$ cat config.mk
export PLATFORM = sky130hd
export DESIGN_NAME = battle_sequencer
export DESIGN_NICKNAME = d
export VERILOG_FILES = /design/src/rtl/battle_pkg.sv /design/src/rtl/battle_tick_timer.sv /design/src/rtl/battle_sequencer.sv
export SDC_FILE = /design/constraint.sdc
export NUM_CORES = 1
export LEC_CHECK = 0
export ABC_CLOCK_PERIOD_IN_PS = 2000
export BUFFER_PORTS_ARGS = -buffer_cell sky130_fd_sc_hd__buf_2
export CAP_MARGIN = 5
export CORE_ASPECT_RATIO = 0.7
export CORE_MARGIN = 3
export CORE_UTILIZATION = 50
export DETAILED_ROUTE_END_ITERATION = 10
export GPL_ROUTABILITY_DRIVEN = 0
export PLACE_DENSITY = 0.77
export SLEW_MARGIN = 20
export SYNTH_ARGS = -nofsm -noshare
export SYNTH_HDL_FRONTEND = slang
export SYNTH_SLANG_ARGS = --single-unit
$ cat constraint.sdc
create_clock -name clk -period 2 [get_ports clk]
set_input_delay 0.1 -clock clk [delete_from_list [all_inputs] [get_ports clk]]
set_output_delay 0.1 -clock clk [all_outputs]
set_load 0.05 [all_outputs]
$ cat src/rtl/battle_pkg.sv
// ============================================================================
// Module      : battle_pkg
// Description : Shared state encoding, UART key codes and saturating math
//               for the battle turn controller.
// Revision    : 1.0 - initial release
// ============================================================================
`default_nettype none

package battle_pkg;

    localparam logic [2:0] IDLE  = 3'd0;
    localparam logic [2:0] MENU  = 3'd1;
    localparam logic [2:0] PATK  = 3'd2;
    localparam logic [2:0] CHKM  = 3'd3;
    localparam logic [2:0] DODGE = 3'd4;
    localparam logic [2:0] CHKP  = 3'd5;
    localparam logic [2:0] WIN   = 3'd6;
    localparam logic [2:0] LOSE  = 3'd7;

    localparam logic [7:0] KEY_ENTER   = 8'h0D;
    localparam logic [7:0] KEY_SPACE   = 8'h20;
    localparam logic [7:0] KEY_FIGHT   = 8'h66;
    localparam logic [7:0] KEY_RESTART = 8'h72;

    function automatic logic [7:0] sat_sub8(input logic [7:0] a, input logic [7:0] b);
        return (a > b) ? (a - b) : 8'd0;
    endfunction

endpackage

`default_nettype wire

$ cat src/rtl/battle_tick_timer.sv
// ============================================================================
// Module      : battle_tick_timer
// Description : Loadable 8-bit down-counter stepped by the game tick.
//               done_o is high when the count is zero or reaches zero on
//               the current tick.
// Revision    : 1.0 - initial release
// ============================================================================
`default_nettype none

module battle_tick_timer (
    input  logic       clk,
    input  logic       reset,
    input  logic       load_i,
    input  logic [7:0] load_val_i,
    input  logic       clr_i,
    input  logic       tick_i,
    output logic       done_o
);

    logic [7:0] count_q;
    logic [7:0] count_d;

    always_comb begin
        count_d = count_q;
        if (load_i) begin
            count_d = load_val_i;
        end else if (clr_i) begin
            count_d = 8'd0;
        end else if (tick_i && (count_q != 8'd0)) begin
            count_d = count_q - 8'd1;
        end
    end

    always_ff @(posedge clk) begin
        if (reset) begin
            count_q <= 8'd0;
        end else begin
            count_q <= count_d;
        end
    end

    // Independent of load_i so a hit can reload the timer without a loop.
    assign done_o = (count_q == 8'd0) || (tick_i && (count_q == 8'd1));

endmodule

`default_nettype wire

$ cat src/rtl/battle_sequencer.sv
// ============================================================================
// Module      : battle_sequencer
// Description : Battle turn FSM: menu, attack, dodge and end phases, HP
//               bookkeeping and bullet engine gating.
//               Optional macro BATTLE_IFRAME_EN adds post-hit invulnerability.
// Revision    : 1.0 - initial release
// ============================================================================
`default_nettype none

module battle_sequencer
    import battle_pkg::*;
#(
    parameter int DODGE_TICKS  = 100,
    parameter int P_HP_MAX     = 100,
    parameter int MON_HP_MAX   = 100,
    parameter int IFRAME_TICKS = 5
) (
    input  logic       clk,
    input  logic       reset,
    input  logic       tick,
    input  logic       key_valid,
    input  logic [7:0] key,
    input  logic       hit,
    input  logic [7:0] hit_dmg,
    input  logic [7:0] atk_dmg,
    output logic       bullet_run,
    output logic [7:0] p_hp,
    output logic [7:0] mon_hp,
    output logic [2:0] phase,
    output logic [2:0] wave_idx,
    output logic       game_over,
    output logic       victory
);

    localparam logic [7:0] c_DODGE_LOAD = 8'(DODGE_TICKS);
    localparam logic [7:0] c_P_HP_MAX   = 8'(P_HP_MAX);
    localparam logic [7:0] c_MON_HP_MAX = 8'(MON_HP_MAX);

    logic [2:0] state_q,  state_d;
    logic [7:0] p_hp_q,   p_hp_d;
    logic [7:0] mon_hp_q, mon_hp_d;
    logic [2:0] wave_q,   wave_d;
    logic       bullet_run_q, game_over_q, victory_q;
    logic       hit_q;

    logic w_in_dodge;
    logic w_dodge_tick;
    logic w_hit_rise;
    logic w_hit_take;
    logic w_dodge_done;

    assign w_in_dodge   = (state_q == DODGE);
    assign w_dodge_tick = tick && w_in_dodge;
    assign w_hit_rise   = hit && !hit_q;

    battle_tick_timer u_dodge_timer (
        .clk        (clk),
        .reset      (reset),
        .load_i     (state_q == CHKM),
        .load_val_i (c_DODGE_LOAD),
        .clr_i      (!w_in_dodge),
        .tick_i     (w_dodge_tick),
        .done_o     (w_dodge_done)
    );

`ifdef BATTLE_IFRAME_EN
    logic w_iframe_done;

    battle_tick_timer u_iframe_timer (
        .clk        (clk),
        .reset      (reset),
        .load_i     (w_hit_take),
        .load_val_i (8'(IFRAME_TICKS)),
        .clr_i      (!w_in_dodge),
        .tick_i     (w_dodge_tick),
        .done_o     (w_iframe_done)
    );

    assign w_hit_take = w_in_dodge && w_hit_rise && w_iframe_done;
`else
    assign w_hit_take = w_in_dodge && w_hit_rise;
`endif

    always_comb begin
        state_d  = state_q;
        p_hp_d   = p_hp_q;
        mon_hp_d = mon_hp_q;
        wave_d   = wave_q;
        case (state_q)
            IDLE: begin
                if (key_valid && ((key == KEY_ENTER) || (key == KEY_SPACE))) begin
                    state_d = MENU;
                end
            end
            MENU: begin
                if (key_valid && (key == KEY_FIGHT)) begin
                    state_d = PATK;
                end
            end
            PATK: begin
                mon_hp_d = sat_sub8(mon_hp_q, atk_dmg);
                state_d  = CHKM;
            end
            CHKM: begin
                state_d = (mon_hp_q == 8'd0) ? WIN : DODGE;
            end
            DODGE: begin
                if (w_hit_take) begin
                    p_hp_d = sat_sub8(p_hp_q, hit_dmg);
                end
                // A hit landing with the final tick is applied before leaving.
                if (w_dodge_done || (p_hp_d == 8'd0)) begin
                    state_d = CHKP;
                end
            end
            CHKP: begin
                if (p_hp_q == 8'd0) begin
                    state_d = LOSE;
                end else begin
                    wave_d  = wave_q + 3'd1;
                    state_d = MENU;
                end
            end
            WIN, LOSE: begin
                if (key_valid && (key == KEY_RESTART)) begin
                    p_hp_d   = c_P_HP_MAX;
                    mon_hp_d = c_MON_HP_MAX;
                    wave_d   = 3'd0;
                    state_d  = IDLE;
                end
            end
            default: state_d = IDLE;
        endcase
    end

    always_ff @(posedge clk) begin
        if (reset) begin
            state_q      <= IDLE;
            p_hp_q       <= c_P_HP_MAX;
            mon_hp_q     <= c_MON_HP_MAX;
            wave_q       <= 3'd0;
            bullet_run_q <= 1'b0;
            game_over_q  <= 1'b0;
            victory_q    <= 1'b0;
            hit_q        <= 1'b0;
        end else begin
            state_q      <= state_d;
            p_hp_q       <= p_hp_d;
            mon_hp_q     <= mon_hp_d;
            wave_q       <= wave_d;
            bullet_run_q <= (state_d == DODGE);
            game_over_q  <= (state_d == LOSE);
            victory_q    <= (state_d == WIN);
            hit_q        <= hit;
        end
    end

    assign bullet_run = bullet_run_q;
    assign p_hp       = p_hp_q;
    assign mon_hp     = mon_hp_q;
    assign phase      = state_q;
    assign wave_idx   = wave_q;
    assign game_over  = game_over_q;
    assign victory    = victory_q;

endmodule

`default_nettype wire

==> results of run 1 <==
-- area by class of cell --
class / count / share of cell area
clock buffer: 7 / 0.0257
tap: 66 / 0.0246
timing repair buffer: 88 / 0.158
multi-input combinational: 236 / 0.551
clock inverter: 1 / 0.00149
sequential: 34 / 0.208
inverter: 26 / 0.0305
-- kinds of logic (layout without fill, tap and decap cells) --
group,after synthesis,after routing,share of synthesized area
fa+ha+maj,21,21,0.112
compound gates,77,77,0.237
simple gates,123,123,0.274
xor+xnor,13,13,0.0458
flops,34,34,0.274
mux,2,2,0.00805
buf+inv,32,122,0.0493
-- synth_stat cells (3+ instances only) --
cell type,instances,area [um2]
a211oi_1,6,45.0
a21oi_1,14,70.1
a2bb2oi_1,3,26.3
a31oi_1,5,31.3
a32o_1,3,30.0
and2_1,3,18.8
clkbuf_1,4,15.0
dfxtp_1,34,681
ha_1,19,238
inv_1,25,93.8
nand2_1,23,86.3
nand2b_1,4,25.0
nand3_1,7,35.0
nand3b_1,3,22.5
nand4_1,4,25.0
nor2_1,32,120
nor2b_1,5,31.3
nor3_1,11,55.1
nor4_1,4,25.0
o21a_1,5,37.5
o21ai_0,11,55.1
o21ai_1,3,15.0
o22ai_1,5,31.3
or4_1,5,37.5
xnor2_1,6,52.6
xor2_1,7,61.3
-- how the worst max path moves through the flow --
stage | depth (start not counted) | startpoint | endpoint
floorplan | 9 | p_hp[0] | phase[0]
global placement | 9 | p_hp[0] | phase[0]
detailed placement | 9 | p_hp[0] | phase[0]
CTS | 9 | p_hp[0] | phase[0]
global route | 9 | p_hp[0] | bullet_run
finish | 9 | p_hp[0] | phase[0]
-- repair_timing --
action,CTS,global route
pin swaps,10,10
setup endpoints to repair,14,18
gates resized for setup,9,17
buffers inserted,2,3
-- power by group through the flow --
| stage | combinational, uW | clock, uW | sequential, uW |
|---|---|---|---|
| 5_1_grt | 313 | 565 | 676 |
| 3_5_place_dp | 242 | 0 | 691 |
| 3_3_place_gp | 236 | 0 | 691 |
| 6_report | 290 | 533 | 676 |
| 2_1_floorplan | 148 | 0 | 692 |
| 4_1_cts | 259 | 530 | 676 |
-- metrics by stage --
| step | setup slack (ns) | TNS [ns] | instances |
|---|---|---|---|
| CTS | -0.140 | -0.572 | 455 |
| global placement | -0.158 | -0.359 | 445 |
| finish | -0.207 | -1.28 | 458 |
| detailed placement | -0.232 | -1.05 | 445 |
| global route | -0.260 | -2.60 | 458 |
| floorplan | -0.265 | -0.697 | 302 |
-- layer usage --
layer | vias up | global-route usage
met5 | - | 0
met4 | 0 | 0.0382
met3 | 11 | 0.0603
met2 | 145 | 0.375
met1 | 1239 | 0.370
li1 | 1291 | -
-- sequential cells by signal, indices dropped and copies added (netlist names) --
name,cells
mon_hp,8
u_dodge_timer.count_q,8
victory,1
phase,3
wave_idx,3
hit_q,1
bullet_run,1
p_hp,8
game_over,1
-- critical path, delay by kind of cell, from the launching register on --
family          cells  cell delay [ns]
simple gates        2             0.44
flops               1             0.36
fa+ha+maj           2             0.49
compound gates      4             0.78
buf+inv             1             0.04
==> qor.yml, run 1 <==
grt:
  grt_max_degree: 14
  grt_pass1_vias: 2417
  antenna_found_initial: 0
  grt_pass1_wl_um: 11800
  overflow: 0
  grt_usage: 0.250
timing:
  fmax_ghz: 0.453
  setup-violations-final: 18
  worst_slack_ns: -0.207
  maxSlewViolCount: 0
  hold_slack_ns: 0.118
  rsz0062_at_grt: "true"
  finalHoldViolations: 0
  fin_crit_sh: 1.10
  skew_ns: 0.00546
  finalCriticalPeriod_ns: 2.21
  timing.slew.headroom: 0.671
  tightest_slew_ns: 0.494
hold_path:
  hold_path.class: "in2reg"
  holdPathStages: 2
  min_to: "hit_q"
  hp-start: "hit"
layout:
  syn2layout_area_growth_pct: 35.2
  finish.instance_area_um2: 3360
  fin_util: 0.738
  num_antenna_cells: 0
  mostFrequentLayoutCell: "buf_2"
  final_cell_mix: "buf_2 (53), buf_4 (34), nor2_1 (30)"
  nets: 441
  n_fill_cell: 345
  drive_gt1_frac: 0.370
  multi_input_area_um2: 1850
  register_area_um2: 699
placement:
  dpl_cell_area_um2: 3100
  dpl.hpwl_um: 5690
  port_buffers: 53
logic_synthesis:
  synth_edf_count: 0
  synth-seq-cells: 34
  syn_area_um2: 2490
  ys_types: 64
  ys_seq_area_frac: 0.274
  synthArstFlopShare: 0
  yosysWarnings: 0
  synth.avg_cell_area_um2: 8.23
  syn_inst: 302
  syn_nets: 352
  ys.flop_type: "dfxtp_1"
detailed_routing:
  first_pass_iters: 5
  vias_per_cell: 5.86
  wl_um: 7590
  num_vias: 2686
  wl_met2_um: 3250
  drc: 0
  wl_per_cell_um: 16.6
  wl_met1_um: 3580
  drt_iter0_drc: 280
  highest_layer: "met4"
  ant_nets: 0
  wl_met3_um: 692
cts:
  tritoncts: "done"
  cts_root_buf: "clkbuf_8"
  clkLatencyLatePin_ns: 0.28
  ctsLongestPathBuffers: 2
  clock_sinks: 34
  cts_max_level: 2
  ctsHoldBuffers: 0
  numCtsBuffers: 5
  cts.clk_slew.worst_paths_ns: 0.07
power_and_ir_drop:
  pwr-share-clk: 0.356
  p_comb_frac: 0.193
  cellPowerDensity_nw_per_um2: 446
  internal_power_uw: 1090
  ir_worst_vdd_mv: 0.417
  leakagePower_uw: 0.00144
  design_power_total_uw: 1500
  swShare: 0.276
  pwr-share-seq: 0.451
  switchingPower_uw: 413
worst_setup_path:
  worstReg2RegStart: "p_hp[0]"
  path_class: "reg2reg"
  r2r_slack_ns: -0.21
  slowest_stage: "dfxtp_4"
  cp_cell_sequence: "inv_4 > ha_4 > fa_2 > and2b_2 > o2111ai_4 > a21oi_4 > o211ai_1 > a41o_1 > and3b_1"
  r2r-end: "phase[0]"
  crit_required_ns: 2.18
  reg2reg_depth: 9
  start_kind: "flip-flop"
  critPathMaxStageDelay_ns: 0.36
  crit_arrival_ns: 2.39
  path_max_fanout: 3
  critPathCaptureType: "flip-flop"
floorplanning:
  start_util: 0.546
  row_count: 20
  ioPinCount: 54
  die-area_um2: 5870
  die_h_um: 65.0
  die_w_um: 90.3
  core_area_um2: 4550
outcome:
  status: "finished with violations"
  failed_checks: "negative setup slack"
job:
  drv_cap: 0
Note: power is estimated with default switching activity, not from simulation.
==> run 2: changes to the inputs <==
Settings changed: PLACE_DENSITY 0.77 to unset, PLACE_DENSITY_LB_ADDON set to 0.08.
==> qor.yml, run 2 (same netlist as run 1, synthesis figures left out) <==
worst_setup_path:
  crit_buf_inv: 1  # unchanged
  critPathMaxStageDelay_ns: 0.37  # about the same
  cp_cell_sequence: "inv_4 > ha_4 > fa_2 > and2b_2 > o2111ai_4 > a2111oi_4 > o21ai_2 > nor2_2 > and3b_1"
  critPathCaptureType: "flip-flop"
  path_max_fanout: 3  # unchanged
  path_class: "reg2reg"
  crit_arrival_ns: 2.37  # -0.02 ns
  start_kind: "flip-flop"
  crit_family: "compound AO/OA/AOI/OAI gates"
  crit_required_ns: 2.18  # about the same
  slowest_stage: "dfxtp_4"
layout:
  drive_gt1_frac: 0.371  # +0.00131
  num_antenna_cells: 0  # unchanged
  syn2layout_area_growth_pct: 34.7
  mostFrequentLayoutCell: "buf_2"
  finalNonFillerCells: 462  # +0.87%
  final_cell_mix: "buf_2 (53), buf_4 (38), nor2_1 (29)"
  nets: 445  # +0.91%
  fin_util: 0.735  # -0.00247
cts:
  numCtsBuffers: 5  # unchanged
  clkLatencyLatePin_ns: 0.29  # about the same
  tritoncts: "done"
  clock_sinks: 34  # unchanged
  cts_max_level: 2  # unchanged
  cts.clk_slew.worst_paths_ns: 0.06  # about the same
  ctsHoldBuffers: 0  # unchanged
  cts_root_buf: "clkbuf_8"
  ctsLongestPathBuffers: 2  # unchanged
grt:
  grt_max_degree: 14  # unchanged
  grt_pass1_wl_um: 11800  # +0.12%
  grt_usage: 0.249  # -0.000943
  antenna_found_initial: 0  # unchanged
  grt_pass1_vias: 2421  # +0.17%
  overflow: 0  # unchanged
floorplanning:
  ioPinCount: 54  # unchanged
  die_w_um: 90.3  # unchanged
  row_count: 20  # unchanged
  start_util: 0.546  # unchanged
  core_area_um2: 4550  # unchanged
  die_h_um: 65.0  # unchanged
  die-area_um2: 5870  # unchanged
power_and_ir_drop:
  swShare: 0.265  # -0.0104
  pwr-share-clk: 0.355  # about the same
  ir_worst_vdd_mv: 0.407  # -2.2%
  p_comb_frac: 0.186  # -0.007
  internal_power_uw: 1080  # -0.40%
  pwr-share-seq: 0.460  # +0.009
  switchingPower_uw: 390  # -5.5%
  leakagePower_uw: 0.00145  # +0.78%
  cellPowerDensity_nw_per_um2: 439  # -1.5%
timing:
  maxSlewViolCount: 0  # unchanged
  finalCriticalPeriod_ns: 2.19  # -0.0165 ns
  fmax_ghz: 0.457  # +0.75%
  fin_crit_sh: 1.10  # -0.00823
  timing.slew.headroom: 0.656  # -0.0145
  rsz0062_at_grt: "true"
  tightest_slew_ns: 0.511  # +0.0170 ns
  setup_tns_ns: -1.15  # +0.132 ns
  skew_ns: 0.00236  # -0.00310 ns
  finalHoldViolations: 0  # unchanged
  worst_slack_ns: -0.191  # +0.0165 ns
  setup-violations-final: 14  # -4
  hold_slack_ns: 0.120  # +0.00212 ns
detailed_routing:
  ant_nets: 0  # unchanged
  drc: 0  # unchanged
  wl_um: 7370  # -2.8%
  wl_per_cell_um: 16.0  # -3.7%
  vias_per_cell: 5.88  # +0.32%
  first_pass_iters: 5  # unchanged
  num_vias: 2718  # +1.2%
  drt_iter0_drc: 253  # -9.6%
placement:
  dpl.hpwl_um: 5750  # +1.1%
  dpl.cell_count: 447  # +0.45%
  dpl_worst_slack_ns: -0.226  # +0.00631 ns
  port_buffers: 53  # unchanged
hold_path:
  hold_path.class: "in2reg"
outcome:
  status: "finished with violations"
  failed_checks: "negative setup slack"
job:
  drv_cap: 0  # unchanged
[run 2: cell types whose count changed in the layout (fill, tap and decap cells not counted), moves of 2 or more]
cell     delta
buf_4       +4
a21oi_2     +2
nand2_1     +2
nand2_2     -2
nor2_2      +2
[run 2: layout make-up]
class / instances / area, um2
Tap cell: 66 / 82.6
Fill cell: 368 / 1200
Timing Repair Buffer: 92 / 562
Clock buffer: 8 / 90.1
Inverter: 26 / 103
Multi-Input combinational cell: 236 / 1810
Sequential cell: 34 / 699
[run 2: final timing paths]
check	startpoint	end	slack, ns	cells after the start
worst max-delay path	p_hp[0]	phase[0]	-0.19	9
worst min register to register	wave_idx[2]	wave_idx[2]	0.52	2
worst max register to register	p_hp[0]	phase[0]	-0.19	9
worst min-delay path	hit	hit_q	0.12	2
[run 2: routing by layer]
layer | vias up | share of wire | global-route usage
met3 | 8 | 0.091 | 0.0499
met4 | 0 | 0.0098 | 0.0496
met1 | 1273 | 0.50 | 0.394
met5 | - | 0 | 0
met2 | 140 | 0.40 | 0.342
li1 | 1297 | - | -
[run 2: power by group through the flow]
stage	logic [uW]	registers, uW	clock network, uW
2_1_floorplan	148	692	0
3_3_place_gp	237	691	0
3_5_place_dp	241	691	0
4_1_cts	260	676	523
5_1_grt	296	676	554
6_report	273	676	522
[run 2: what timing repair did]
item / 4_1_cts / 5_1_grt
setup endpoints to repair: 11 / 20
pin swaps: 8 / 9
buffers inserted: 4 / 3
resized for setup: 11 / 8
[run 2: per-stage QoR]
step / power, uW / area, um2
after floorplan: 840 / 2550
after global placement: 928 / 3120
after detailed placement: 932 / 3120
after CTS: 1460 / 3300
after global routing: 1530 / 3350
final: 1470 / 3350
